[src/rtl/stepper_pkg.sv]
// rtl/stepper_pkg.sv - shared types and constants for the stepper PWM bridge
//
// Purpose : pair-FSM state enum, PWM period constants and channel indices
//           used by stepper_pwm_bridge and stepper_bridge_pair.
// Ports   : none (package).
package stepper_pkg;

   typedef enum logic [1:0] {
      OFF  = 2'd0,
      ON_F = 2'd1,
      ON_S = 2'd2
   } pair_state_e;

   localparam int DUTY_MAX   = 255;
   // Counter runs 0..254, so a duty of DUTY_MAX keeps the request high.
   localparam int PWM_PERIOD = 255;

   localparam int CH_A = 0;
   localparam int CH_B = 1;
   localparam int CH_C = 2;
   localparam int CH_D = 3;

endpackage

[src/rtl/stepper_pwm_bridge_if.sv]
// rtl/stepper_pwm_bridge_if.sv - control/status bundle of the stepper PWM bridge
//
// Purpose : groups run/duty/prescale/fault controls and the gate/status outputs.
// Ports   : i_run, i_duty_a..d, i_prescale, i_fault, i_fault_clr (to bridge);
//           o_pwm[3:0] ([0]=A [1]=B [2]=C [3]=D), o_period_tick, o_fault (from bridge).
//           master = sequencer side, slave = bridge side.
interface stepper_pwm_bridge_if #(
   parameter int DUTY_W = 8,
   parameter int PRE_W  = 8
);
   logic              i_run;
   logic [DUTY_W-1:0] i_duty_a;
   logic [DUTY_W-1:0] i_duty_b;
   logic [DUTY_W-1:0] i_duty_c;
   logic [DUTY_W-1:0] i_duty_d;
   logic [PRE_W-1:0]  i_prescale;
   logic              i_fault;
   logic              i_fault_clr;
   logic [3:0]        o_pwm;
   logic              o_period_tick;
   logic              o_fault;

   modport master (
      output i_run, i_duty_a, i_duty_b, i_duty_c, i_duty_d,
             i_prescale, i_fault, i_fault_clr,
      input  o_pwm, o_period_tick, o_fault
   );

   modport slave (
      input  i_run, i_duty_a, i_duty_b, i_duty_c, i_duty_d,
             i_prescale, i_fault, i_fault_clr,
      output o_pwm, o_period_tick, o_fault
   );
endinterface

[src/rtl/stepper_bridge_pair.sv]
// rtl/stepper_bridge_pair.sv - break-before-make dead-time FSM for one H-bridge pair
//
// Purpose : drives at most one leg of a coil pair, enforcing DEAD_CYCLES+1 clk
//           of both-low between legs; flags simultaneous requests as a conflict.
// Ports   : clk, rst (async, active-high);
//           hold_off_i - force OFF with dead counter cleared (fault path);
//           req_f_i/req_s_i - raw requests of first/second leg;
//           leg_f_o/leg_s_o - registered gate drives; conflict_o - both requested.
module stepper_bridge_pair
   import stepper_pkg::*;
#(
   parameter int DEAD_CYCLES = 4
) (
   input  logic clk,
   input  logic rst,
   input  logic hold_off_i,
   input  logic req_f_i,
   input  logic req_s_i,
   output logic leg_f_o,
   output logic leg_s_o,
   output logic conflict_o
);

   localparam logic [3:0] DEAD_MAX = 4'(DEAD_CYCLES);

   pair_state_e state_q, state_d;
   logic [3:0]  dead_q, dead_d;

   always_ff @(posedge clk or posedge rst) begin
      if (rst) begin
         state_q <= OFF;
         dead_q  <= '0;
      end else begin
         state_q <= state_d;
         dead_q  <= dead_d;
      end
   end

   always_comb begin
      state_d = state_q;
      dead_d  = dead_q;
      if (hold_off_i) begin
         state_d = OFF;
         dead_d  = '0;
      end else begin
         unique case (state_q)
            OFF: begin
               if (dead_q != DEAD_MAX) begin
                  dead_d = dead_q + 4'd1;
               end
               // Only a single unambiguous request may turn a leg on.
               if ((dead_q == DEAD_MAX) && (req_f_i ^ req_s_i)) begin
                  state_d = req_f_i ? ON_F : ON_S;
               end
            end
            ON_F: begin
               if (!req_f_i || req_s_i) begin
                  state_d = OFF;
                  dead_d  = '0;
               end
            end
            ON_S: begin
               if (!req_s_i || req_f_i) begin
                  state_d = OFF;
                  dead_d  = '0;
               end
            end
            default: begin
               state_d = OFF;
               dead_d  = '0;
            end
         endcase
      end
   end

   assign leg_f_o    = (state_q == ON_F);
   assign leg_s_o    = (state_q == ON_S);
   assign conflict_o = req_f_i & req_s_i;

endmodule

[src/rtl/stepper_pwm_bridge.sv]
// rtl/stepper_pwm_bridge.sv - four-coil PWM generator with dead time and fault latch
//
// Purpose : prescaled 255-tick PWM counter, period-boundary duty shadows,
//           two dead-time pairs (A/C, B/D) and a sticky fault flag.
// Ports   : clk, rst (async, active-high);
//           bus (slave) - i_run, i_duty_a..d, i_prescale, i_fault, i_fault_clr in;
//                         o_pwm, o_period_tick, o_fault out.
module stepper_pwm_bridge
   import stepper_pkg::*;
#(
   parameter int DUTY_W      = 8,
   parameter int PRE_W       = 8,
   parameter int DEAD_CYCLES = 4
) (
   input  logic                 clk,
   input  logic                 rst,
   stepper_pwm_bridge_if.slave  bus
);

   logic [PRE_W-1:0]       pre_cnt_q, pre_cnt_d;
   logic [DUTY_W-1:0]      cnt_q, cnt_d;
   logic [3:0][DUTY_W-1:0] shadow_q, shadow_d;
   logic                   period_tick_q, period_tick_d;
   logic                   fault_q, fault_d;

   logic       tick;
   logic       wrap;
   logic [3:0] req;
   logic [3:0] pwm;
   logic       conflict_ac;
   logic       conflict_bd;
   logic       fault_src;
   logic       hold_off;

   assign tick      = bus.i_run && (pre_cnt_q == bus.i_prescale);
   assign wrap      = tick && (cnt_q == DUTY_W'(PWM_PERIOD - 1));
   assign fault_src = bus.i_fault | conflict_ac | conflict_bd;
   // Held off on the setting edge and for as long as the flag stays latched.
   assign hold_off  = fault_src | fault_q;

   always_comb begin
      pre_cnt_d = pre_cnt_q;
      cnt_d     = cnt_q;
      shadow_d  = shadow_q;
      if (!bus.i_run) begin
         pre_cnt_d = '0;
         cnt_d     = '0;
      end else if (tick) begin
         pre_cnt_d = '0;
         cnt_d     = wrap ? '0 : cnt_q + DUTY_W'(1);
      end else begin
         pre_cnt_d = pre_cnt_q + PRE_W'(1);
      end
      // Stopped: track inputs so the first period after run uses the latest duties.
      if (!bus.i_run || wrap) begin
         shadow_d[CH_A] = bus.i_duty_a;
         shadow_d[CH_B] = bus.i_duty_b;
         shadow_d[CH_C] = bus.i_duty_c;
         shadow_d[CH_D] = bus.i_duty_d;
      end
      period_tick_d = wrap;
      // Set wins over clear.
      fault_d = fault_src | (fault_q & ~bus.i_fault_clr);
   end

   always_ff @(posedge clk or posedge rst) begin
      if (rst) begin
         pre_cnt_q     <= '0;
         cnt_q         <= '0;
         shadow_q      <= '0;
         period_tick_q <= 1'b0;
         fault_q       <= 1'b0;
      end else begin
         pre_cnt_q     <= pre_cnt_d;
         cnt_q         <= cnt_d;
         shadow_q      <= shadow_d;
         period_tick_q <= period_tick_d;
         fault_q       <= fault_d;
      end
   end

   always_comb begin
      req = '0;
      for (int i = 0; i < 4; i++) begin
         req[i] = bus.i_run && (cnt_q < shadow_q[i]);
      end
   end

   stepper_bridge_pair #(.DEAD_CYCLES(DEAD_CYCLES)) u_pair_ac (
      .clk        (clk),
      .rst        (rst),
      .hold_off_i (hold_off),
      .req_f_i    (req[CH_A]),
      .req_s_i    (req[CH_C]),
      .leg_f_o    (pwm[CH_A]),
      .leg_s_o    (pwm[CH_C]),
      .conflict_o (conflict_ac)
   );

   stepper_bridge_pair #(.DEAD_CYCLES(DEAD_CYCLES)) u_pair_bd (
      .clk        (clk),
      .rst        (rst),
      .hold_off_i (hold_off),
      .req_f_i    (req[CH_B]),
      .req_s_i    (req[CH_D]),
      .leg_f_o    (pwm[CH_B]),
      .leg_s_o    (pwm[CH_D]),
      .conflict_o (conflict_bd)
   );

   assign bus.o_pwm         = pwm;
   assign bus.o_period_tick = period_tick_q;
   assign bus.o_fault       = fault_q;

endmodule

[src/flat_wrapper.sv]
// flat-port wrapper written by rule: the top's interface ports become plain ports
module stepper_pwm_bridge_flat import stepper_pkg::*;
#(
   parameter int DUTY_W      = 8,
   parameter int PRE_W       = 8,
   parameter int DEAD_CYCLES = 4
)
  (clk, rst, bus_i_run, bus_i_duty_a, bus_i_duty_b, bus_i_duty_c, bus_i_duty_d, bus_i_prescale, bus_i_fault, bus_i_fault_clr, bus_o_pwm, bus_o_period_tick, bus_o_fault);
  stepper_pwm_bridge_if #(.DUTY_W(DUTY_W), .PRE_W(PRE_W)) bus_i ();
  input  logic clk;
  input  logic rst;
  input wire logic [$bits(bus_i.i_run)-1:0] bus_i_run;
  input wire logic [$bits(bus_i.i_duty_a)-1:0] bus_i_duty_a;
  input wire logic [$bits(bus_i.i_duty_b)-1:0] bus_i_duty_b;
  input wire logic [$bits(bus_i.i_duty_c)-1:0] bus_i_duty_c;
  input wire logic [$bits(bus_i.i_duty_d)-1:0] bus_i_duty_d;
  input wire logic [$bits(bus_i.i_prescale)-1:0] bus_i_prescale;
  input wire logic [$bits(bus_i.i_fault)-1:0] bus_i_fault;
  input wire logic [$bits(bus_i.i_fault_clr)-1:0] bus_i_fault_clr;
  output wire logic [$bits(bus_i.o_pwm)-1:0] bus_o_pwm;
  output wire logic [$bits(bus_i.o_period_tick)-1:0] bus_o_period_tick;
  output wire logic [$bits(bus_i.o_fault)-1:0] bus_o_fault;
  assign bus_i.i_run = bus_i_run;
  assign bus_i.i_duty_a = bus_i_duty_a;
  assign bus_i.i_duty_b = bus_i_duty_b;
  assign bus_i.i_duty_c = bus_i_duty_c;
  assign bus_i.i_duty_d = bus_i_duty_d;
  assign bus_i.i_prescale = bus_i_prescale;
  assign bus_i.i_fault = bus_i_fault;
  assign bus_i.i_fault_clr = bus_i_fault_clr;
  assign bus_o_pwm = bus_i.o_pwm;
  assign bus_o_period_tick = bus_i.o_period_tick;
  assign bus_o_fault = bus_i.o_fault;
  stepper_pwm_bridge #(.DUTY_W(DUTY_W), .PRE_W(PRE_W), .DEAD_CYCLES(DEAD_CYCLES)) u_core (.clk(clk), .rst(rst), .bus(bus_i));
endmodule
[config.mk]
export PLATFORM = sky130hd
export DESIGN_NAME = stepper_pwm_bridge_flat
export DESIGN_NICKNAME = d
export VERILOG_FILES = /design/src/rtl/stepper_pkg.sv /design/src/rtl/stepper_pwm_bridge_if.sv /design/src/rtl/stepper_bridge_pair.sv /design/src/rtl/stepper_pwm_bridge.sv /design/src/flat_wrapper.sv
export SDC_FILE = /design/constraint.sdc
export NUM_CORES = 1
export LEC_CHECK = 0
export CORE_MARGIN = 2
export CORE_UTILIZATION = 40
export CTS_CLUSTER_SIZE = 40
export DETAILED_ROUTE_END_ITERATION = 12
export GPL_TIMING_DRIVEN = 0
export PLACE_DENSITY = 0.6
export SLEW_MARGIN = 5
export SYNTH_ARGS = -nofsm -noshare
export SYNTH_HDL_FRONTEND = slang
export SYNTH_SLANG_ARGS = --single-unit
export TNS_END_PERCENT = 1
[constraint.sdc]
create_clock -name clk -period 9.55 [get_ports clk]
set_input_delay 1.91 -clock clk [delete_from_list [all_inputs] [get_ports clk]]
set_output_delay 1.91 -clock clk [all_outputs]
set_load 0.01 [all_outputs]
==> run metrics, run 1 <==
synth warn=0; Synth top area share=41.93%; Critical Path AT=just under 5000 ps; WL/cell=around 14 µm; syn_nets=between 400 and 500; Worst Hold Path EP=u_core.shadow_q[24]; post-CTS setup repair buffer count=0; Commonest cells post-synth=62 x dfrtp_1, 50 x nand2_1, 42 x o21ai_0; CP startpoint kind=input port; DIE AREA=approximately 10000 µm²; Initial Util=40.62%; Final WS setup=roughly 4800 ps; Worst setup EP type=flop; total gr overflow=0; syn avg cell area=9.273 µm²; Post-synth EDFFs=0; Pins Over Slew Limit=0; Fin. Hold Viols=0; via count=2921; hold path cells=1; clock skew=approximately 5.4 ps; post-synth top area cell=dfrtp_1; CTS Sinks=between 60 and 70; Int Pwr=about 0.42 mW; first-pass detailed-route iteration total=4; sw frac=between 20 and 30%; min-delay src=u_core.shadow_q[24]; final setup violation count=0; Clk pin slew, worst setup/hold paths=approximately 70 ps; static leakage=between 2 and 2.5 nW; FF-to-FF End=u_core.u_pair_bd.dead_q[3]; Tcrit/Tclk final=about half; total core area=approximately 9100 µm²; reg2reg start=u_core.cnt_q[2]; GRT Resource Usage Total=16.96%; Reg power frac=between 50% and 60%; row cnt=35; nets@finish=about 550; Clock Latency Late Sink=340 ps; P_sw=around 0.14 mW; max_cap viols=0; pin count of the biggest net entering global routing=63; CTS tree=done; n_diodes=0; Initial DRC Count=94; pre-CTS WS=about 4400 ps; #FFs+latches synth=62; R2R cell count=14; share of cells above drive strength 1=under 10%; cells after synthesis=399; cts bufs inserted=9; Slew HR=between 40% and 50%; Routed Antenna Nets=0; P per Cell Area=124.8 nW/µm²; final WL=around 7800 µm; DP HPWL=5732 µm; PostCTS Resize Cnt=0; hold_buf cts=0; CP top delay family=buffers and inverters; # port buffers=50; share of the yosys chip area belonging to registers=41.93%; Worst VDD drop=between 0.00008 and 0.00009 V; gp weighted congestion=between 0.8 and 0.9; initial antenna violation count=0; die width=~100 µm; Hold Path Class=flop to flop; main flop type after synthesis=dfrtp_1; Setup CP Type=input port to flop; CP bufs+invs=5; setup TNS=0 ps; maximum clock path buffer count=2; max incr delay on CP=~530 ps; I/O pins=51; Tmin final=4752 ps; first-pass GRT wire length=between 10000 and 15000 µm; Area Overhead vs Synth=21.88%; vias in the first global route=2915; CP Max Fanout=10; CP max-delay cell=clkdlybuf4s50_1; RSZ-0062 raised after global routing=no; Netlist Area Pre-Place=~3700 µm²; Die H=between 100 and 150 µm; Synth area leaders=dfrtp_1 42%, ha_1 14%, o21ai_0 5.7%, nand2_1 5.1%, inv_1 4.1%; outcome=complete, no violations; Max H-tree Level=3; worst reg-to-reg setup slack=a little under 6000 ps; synth unique cells=48; routed vias/inst=around 5.1; # DRC=0; most common cell in the synthesized netlist=dfrtp_1; fmax=around 0.21 GHz; combinational share of power=a little over an eighth; CP cell instances=clkdlybuf4s50_1 > inv_1 > clkbuf_1 > a2111oi_0 > o21ai_0 > inv_1 > ha_1 > or4_1 > clkbuf_1 > a21oi_1 > nor2_1 > nand4_1 > xor2_1 > nor2_1; root buf cell=clkbuf_8; power share of the clock group=~37%; WP data required=9760 ps; Worst-Margin Slew=about 780 ps; FFs w/ async S/R, synth=between 90% and 100%
-- state kept, by name, indices dropped and copies added (netlist names) --
register and flops:
u_core.bus.o_fault 1, u_core.u_pair_bd.state_q 2, u_core.u_pair_bd.dead_q 4, u_core.u_pair_ac.state_q 2, u_core.cnt_q 8, u_core.shadow_q 32, u_core.bus.o_period_tick 1, u_core.u_pair_ac.dead_q 4
u_core.pre_cnt_q 8
-- worst register-to-register path: stages (launching register included) --
cell      delay [ps]
dfrtp_1          510
ha_1             250
or3_1            340
o221a_1          250
o2111a_1         230
or4b_4           520
inv_2            110
ha_1             200
or4_1            120
clkbuf_1         330
a21oi_1          110
nor2_1           170
nand4_1          150
xor2_1           150
nor2_1            60
-- how the worst max path moves through the flow --
stage / cells past startpoint / from / slack (ps) / to
4_1_cts: 14 / bus_i_run / 4800 / u_core.u_pair_bd.dead_q[3]
3_3_place_gp: 14 / bus_i_run / 4460 / u_core.u_pair_bd.dead_q[3]
2_1_floorplan: 13 / bus_i_run / 5520 / u_core.u_pair_bd.dead_q[3]
6_report: 14 / bus_i_run / 4800 / u_core.u_pair_bd.dead_q[3]
3_5_place_dp: 14 / bus_i_run / 4440 / u_core.u_pair_bd.dead_q[3]
5_1_grt: 14 / bus_i_run / 4450 / u_core.u_pair_bd.dead_q[3]
-- layout make-up --
| cell class | instances | area (µm²) |
|---|---|---|
| buffer | 16 | 82.58 |
| clock buffer | 14 | 162.7 |
| clock inverter | 1 | 5.005 |
| fill | 882 | 4599 |
| inverter | 41 | 156.4 |
| multi-input combinational | 280 | 1912 |
| sequential | 62 | 1551 |
| tap | 111 | 138.9 |
| timing repair buffer | 50 | 500.5 |
-- cells by family after synthesis --
logic type,synth area share [%]
simple gates,16.71
fa+ha+maj,13.87
buf+inv,6.391
compound gates,15.39
flops,41.93
xor+xnor,4.498
mux,1.217
-- layer usage --
layer,wire length [µm],GRT usage (%),vias to the layer above
met4,75,5.058,0
met2,3794,29.74,50
met1,3658,20.84,1378
met3,304,3.830,6
li1,-,-,1487
met5,0,0,-
-- power groups by stage --
stage / Clock, mW / Sequential, mW / Combinational (mW)
6_report: 0.205 / 0.282 / 0.0750
5_1_grt: 0.225 / 0.284 / 0.0861
2_1_floorplan: 0 / 0.286 / 0.0434
3_5_place_dp: 0 / 0.287 / 0.0768
4_1_cts: 0.214 / 0.282 / 0.0772
3_3_place_gp: 0 / 0.287 / 0.0747
-- stage by stage --
stage / instances / instance area (µm²) / power (mW) / utilization [%] / hold slack [ps]
6_report: 575 / 4509 / 0.5628 / 49.51 / 507.3
5_1_grt: 575 / 4509 / 0.5949 / 49.51 / 537.3
4_1_cts: 575 / 4509 / 0.5736 / 49.51 / 511.8
3_5_place_dp: 560 / 4342 / 0.3641 / 47.66 / 495.8
3_3_place_gp: 560 / 4339 / 0.3619 / 47.64 / 492.5
2_1_floorplan: 399 / 3700 / 0.3292 / - / 474.8
-- cells in the final DEF, fill, tap and decap left out, types with 5 or more instances in the layout --
cell,count
inv_1,39
nor2_1,23
nand3_1,8
nand2_1,50
ha_1,41
and3_1,5
dfrtp_1,62
clkdlybuf4s50_1,50
clkbuf_1,11
clkbuf_8,11
nand3b_1,5
xor2_1,17
buf_4,5
o21ai_0,42
nor2b_1,6
a21oi_1,22
No activity file was read; power rests on OpenSTA's default activity.
==> inputs of run 2 (changes only) <==
==> constraint.sdc (replaced) <==
create_clock -name clk -period 4.7 [get_ports clk]
set_input_delay 0.94 -clock clk [delete_from_list [all_inputs] [get_ports clk]]
set_output_delay 0.94 -clock clk [all_outputs]
set_load 0.01 [all_outputs]
==> results of run 2 <==
Same layout as run 1 (identical final DEF). Status: complete, no violations.
Main changes from that run: setup slack after placement 4444 ps -> 563.8 ps; setup slack after layout 4798 ps -> 917.5 ps; register-to-register setup slack 5940 ps -> 1090 ps; total power 0.5628 mW -> 1.144 mW; worst IR drop on VDD 0.00008777 V -> 0.0001783 V
==> inputs of run 3 (changes only) <==
==> constraint.sdc (replaced) <==
create_clock -name clk -period 3.7 [get_ports clk]
set_input_delay 0.74 -clock clk [delete_from_list [all_inputs] [get_ports clk]]
set_output_delay 0.74 -clock clk [all_outputs]
set_load 0.01 [all_outputs]
==> run 3 against run 2 <==
  * Sequential share of layout area is essentially flat
  * Clock skew is essentially flat
  * Global-route usage is the same
  * Hold slack is essentially flat
  * Sequential cell count is the same
  * Via count shrank 0.14%
  * Routed wire length grew 0.11%
  * Critical endpoint is now u_core.u_pair_ac.dead_q[3]
  * Highest routed layer unchanged
  * Setup slack lost 570 ps
  * Die area is the same
  * Final area is essentially flat
  * Utilization is essentially flat
==> run metrics, run 3 (synthesized netlist as in run 1, its figures left out) <==
outcome=complete, no violations; combinational share of power=a little over an eighth; Tcrit/Tclk final=between 90% and 100%; CP top delay family=simple AND/OR/NAND/NOR gates; CP Max Fanout=10; Hold WS=507.2 ps; most frequent cells in the layout=62 x dfrtp_1, 50 x nand2_1, 50 x clkdlybuf4s50_1; clock skew=~5.4 ps; reg2reg start=u_core.cnt_q[2]; P_sw=0.3694 mW; total core area=a little over 9000 µm²; hold path cells=1; first-pass GRT wire length=~13000 µm; P per Cell Area=between 300 and 400 nW/µm²; most frequent CP cell=ha_1; vias in the first global route=about 2900; Routed Antenna Nets=0; min-delay src=u_core.shadow_q[24]; total gr overflow=0; Clock Latency Late Sink=roughly 330 ps; sw frac=between 20 and 30%; PostCTS Resize Cnt=0; cts bufs inserted=9; DP HPWL=about 5700 µm; Area Overhead vs Synth=21.91%; n_diodes=0; R2R cell count=12; Setup CP Type=flop to flop; CP bufs+invs=0; CP cell instances=ha_1 > or3_1 > o221a_1 > o2111a_1 > or4b_4 > ha_1 > nand2_1 > o21ai_0 > a21oi_1 > nand4_1 > xor2_1 > nor2_1; Worst setup EP type=flop; Max H-tree Level=3; final setup violation count=0; Worst VDD drop=roughly 0.00023 V; # DRC=0; die width=roughly 100 µm; Cell Area, Placed=approximately 4300 µm²; via count=2917; static leakage=2.134 nW; Final Cell Area=between 4000 and 5000 µm²; Worst-Margin Slew=between 700 and 800 ps; Final WS setup=roughly 350 ps; Pins Over Slew Limit=0; Int Pwr=approximately 1.1 mW; Initial Util=roughly 40%; WL/cell=13.66 µm; Hold Path Class=flop to flop; hold_buf cts=0; CTS tree=done; CP max-delay cell=or4b_4; max FFs per register=32; Largest regs=u_core.shadow_q x32, u_core.cnt_q x8, u_core.pre_cnt_q x8; power share of the clock group=between 30 and 40%; worst reg-to-reg setup slack=approximately 350 ps; most common cell after layout, fill and taps aside=dfrtp_1; first-pass detailed-route iteration total=4; pre-CTS WS=-236.2 ps; Worst Hold Path EP=u_core.shadow_q[24]; overall power=around 1.5 mW; Clk pin slew, worst setup/hold paths=roughly 70 ps; nets@finish=approximately 550; Tmin final=about 3400 ps; pin count of the biggest net entering global routing=63; maximum clock path buffer count=2; Reg power frac=50.2%; FF-to-FF End=u_core.u_pair_ac.dead_q[3]; root buf cell=clkbuf_8; CP startpoint kind=flop; Largest Register=u_core.shadow_q; GRT Resource Usage Total=~17%; max_cap viols=0; Fin. Hold Viols=0; CTS Sinks=between 60 and 70; RSZ-0062 raised after global routing=no; Critical Path AT=around 3600 ps; Die H=about 100 µm; max incr delay on CP=~520 ps; WP data required=a little under 4000 ps; DIE AREA=10040 µm²; row cnt=35; Fill cells=a little under 900; share of cells above drive strength 1=7.775%; CP Depth=12; final WL=between 7000 and 8000 µm; gp weighted congestion=0.8058; fmax=0.2984 GHz; routed vias/inst=between 5 and 6; # port buffers=50; I/O pins=between 50 and 60; Slew HR=about 48%; post-CTS setup repair buffer count=0; initial antenna violation count=0; Initial DRC Count=between 90 and 100
[run 3: cell types whose count changed in the layout (fill, tap and decap cells not counted)]
cell,delta
clkbuf_1,-2
clkbuf_2,+1
or4_1,-1
or4_4,+1
[run 3: power groups by stage]
stage	sequential, mW	combinational (mW)	clock, mW
floorplan	0.738	0.112	0
global placement	0.741	0.193	0
detailed placement	0.742	0.198	0
CTS	0.729	0.199	0.553
global route	0.732	0.223	0.581
finish	0.729	0.194	0.530
[run 3: final cells by class]
class                      count  area [µm²]  area share, %
multi-input combinational    280        1916          42.47
sequential                    62        1551          34.40
timing repair buffer          50       500.5          11.10
clock buffer                  14       162.7          3.606
inverter                      41       156.4          3.467
tap                          111       138.9          3.079
buffer                        15       80.08          1.775
clock inverter                 1       5.005         0.1110
[run 3: worst register-to-register path, delay by kind of cell (launching register included)]
| family | cells | cell delay (ps) |
|---|---|---|
| compound gates | 4 | 870 |
| xor+xnor | 1 | 150 |
| fa+ha+maj | 2 | 510 |
| flops | 1 | 510 |
| simple gates | 5 | 1200 |
[run 3: worst max path at each step]
stage,start,endpoint,slack [ps]
after global placement,bus_i_run,u_core.u_pair_bd.dead_q[3],-220
final,u_core.cnt_q[2],u_core.u_pair_ac.dead_q[3],350
after global routing,u_core.cnt_q[2],u_core.u_pair_ac.dead_q[3],60
after floorplan,u_core.cnt_q[2],u_core.u_pair_bd.dead_q[3],490
after detailed placement,bus_i_run,u_core.u_pair_bd.dead_q[3],-240
after CTS,u_core.cnt_q[2],u_core.u_pair_bd.dead_q[3],90
[run 3: metrics by stage]
| stage | cells | utilization [%] | TNS [ps] |
|---|---|---|---|
| 3_5_place_dp | 560 | 47.66 | -508.5 |
| 2_1_floorplan | 399 | - | 0 |
| 3_3_place_gp | 560 | 47.64 | -482.7 |
| 5_1_grt | 574 | 49.52 | 0 |
| 4_1_cts | 575 | 49.51 | 0 |
| 6_report | 574 | 49.52 | 0 |
[run 3: layer usage]
layer  GRT usage, %  wire (µm)
met1          20.84       3678
met2          29.74       3792
met3          3.830        286
met4          5.058         84
met5              0          0
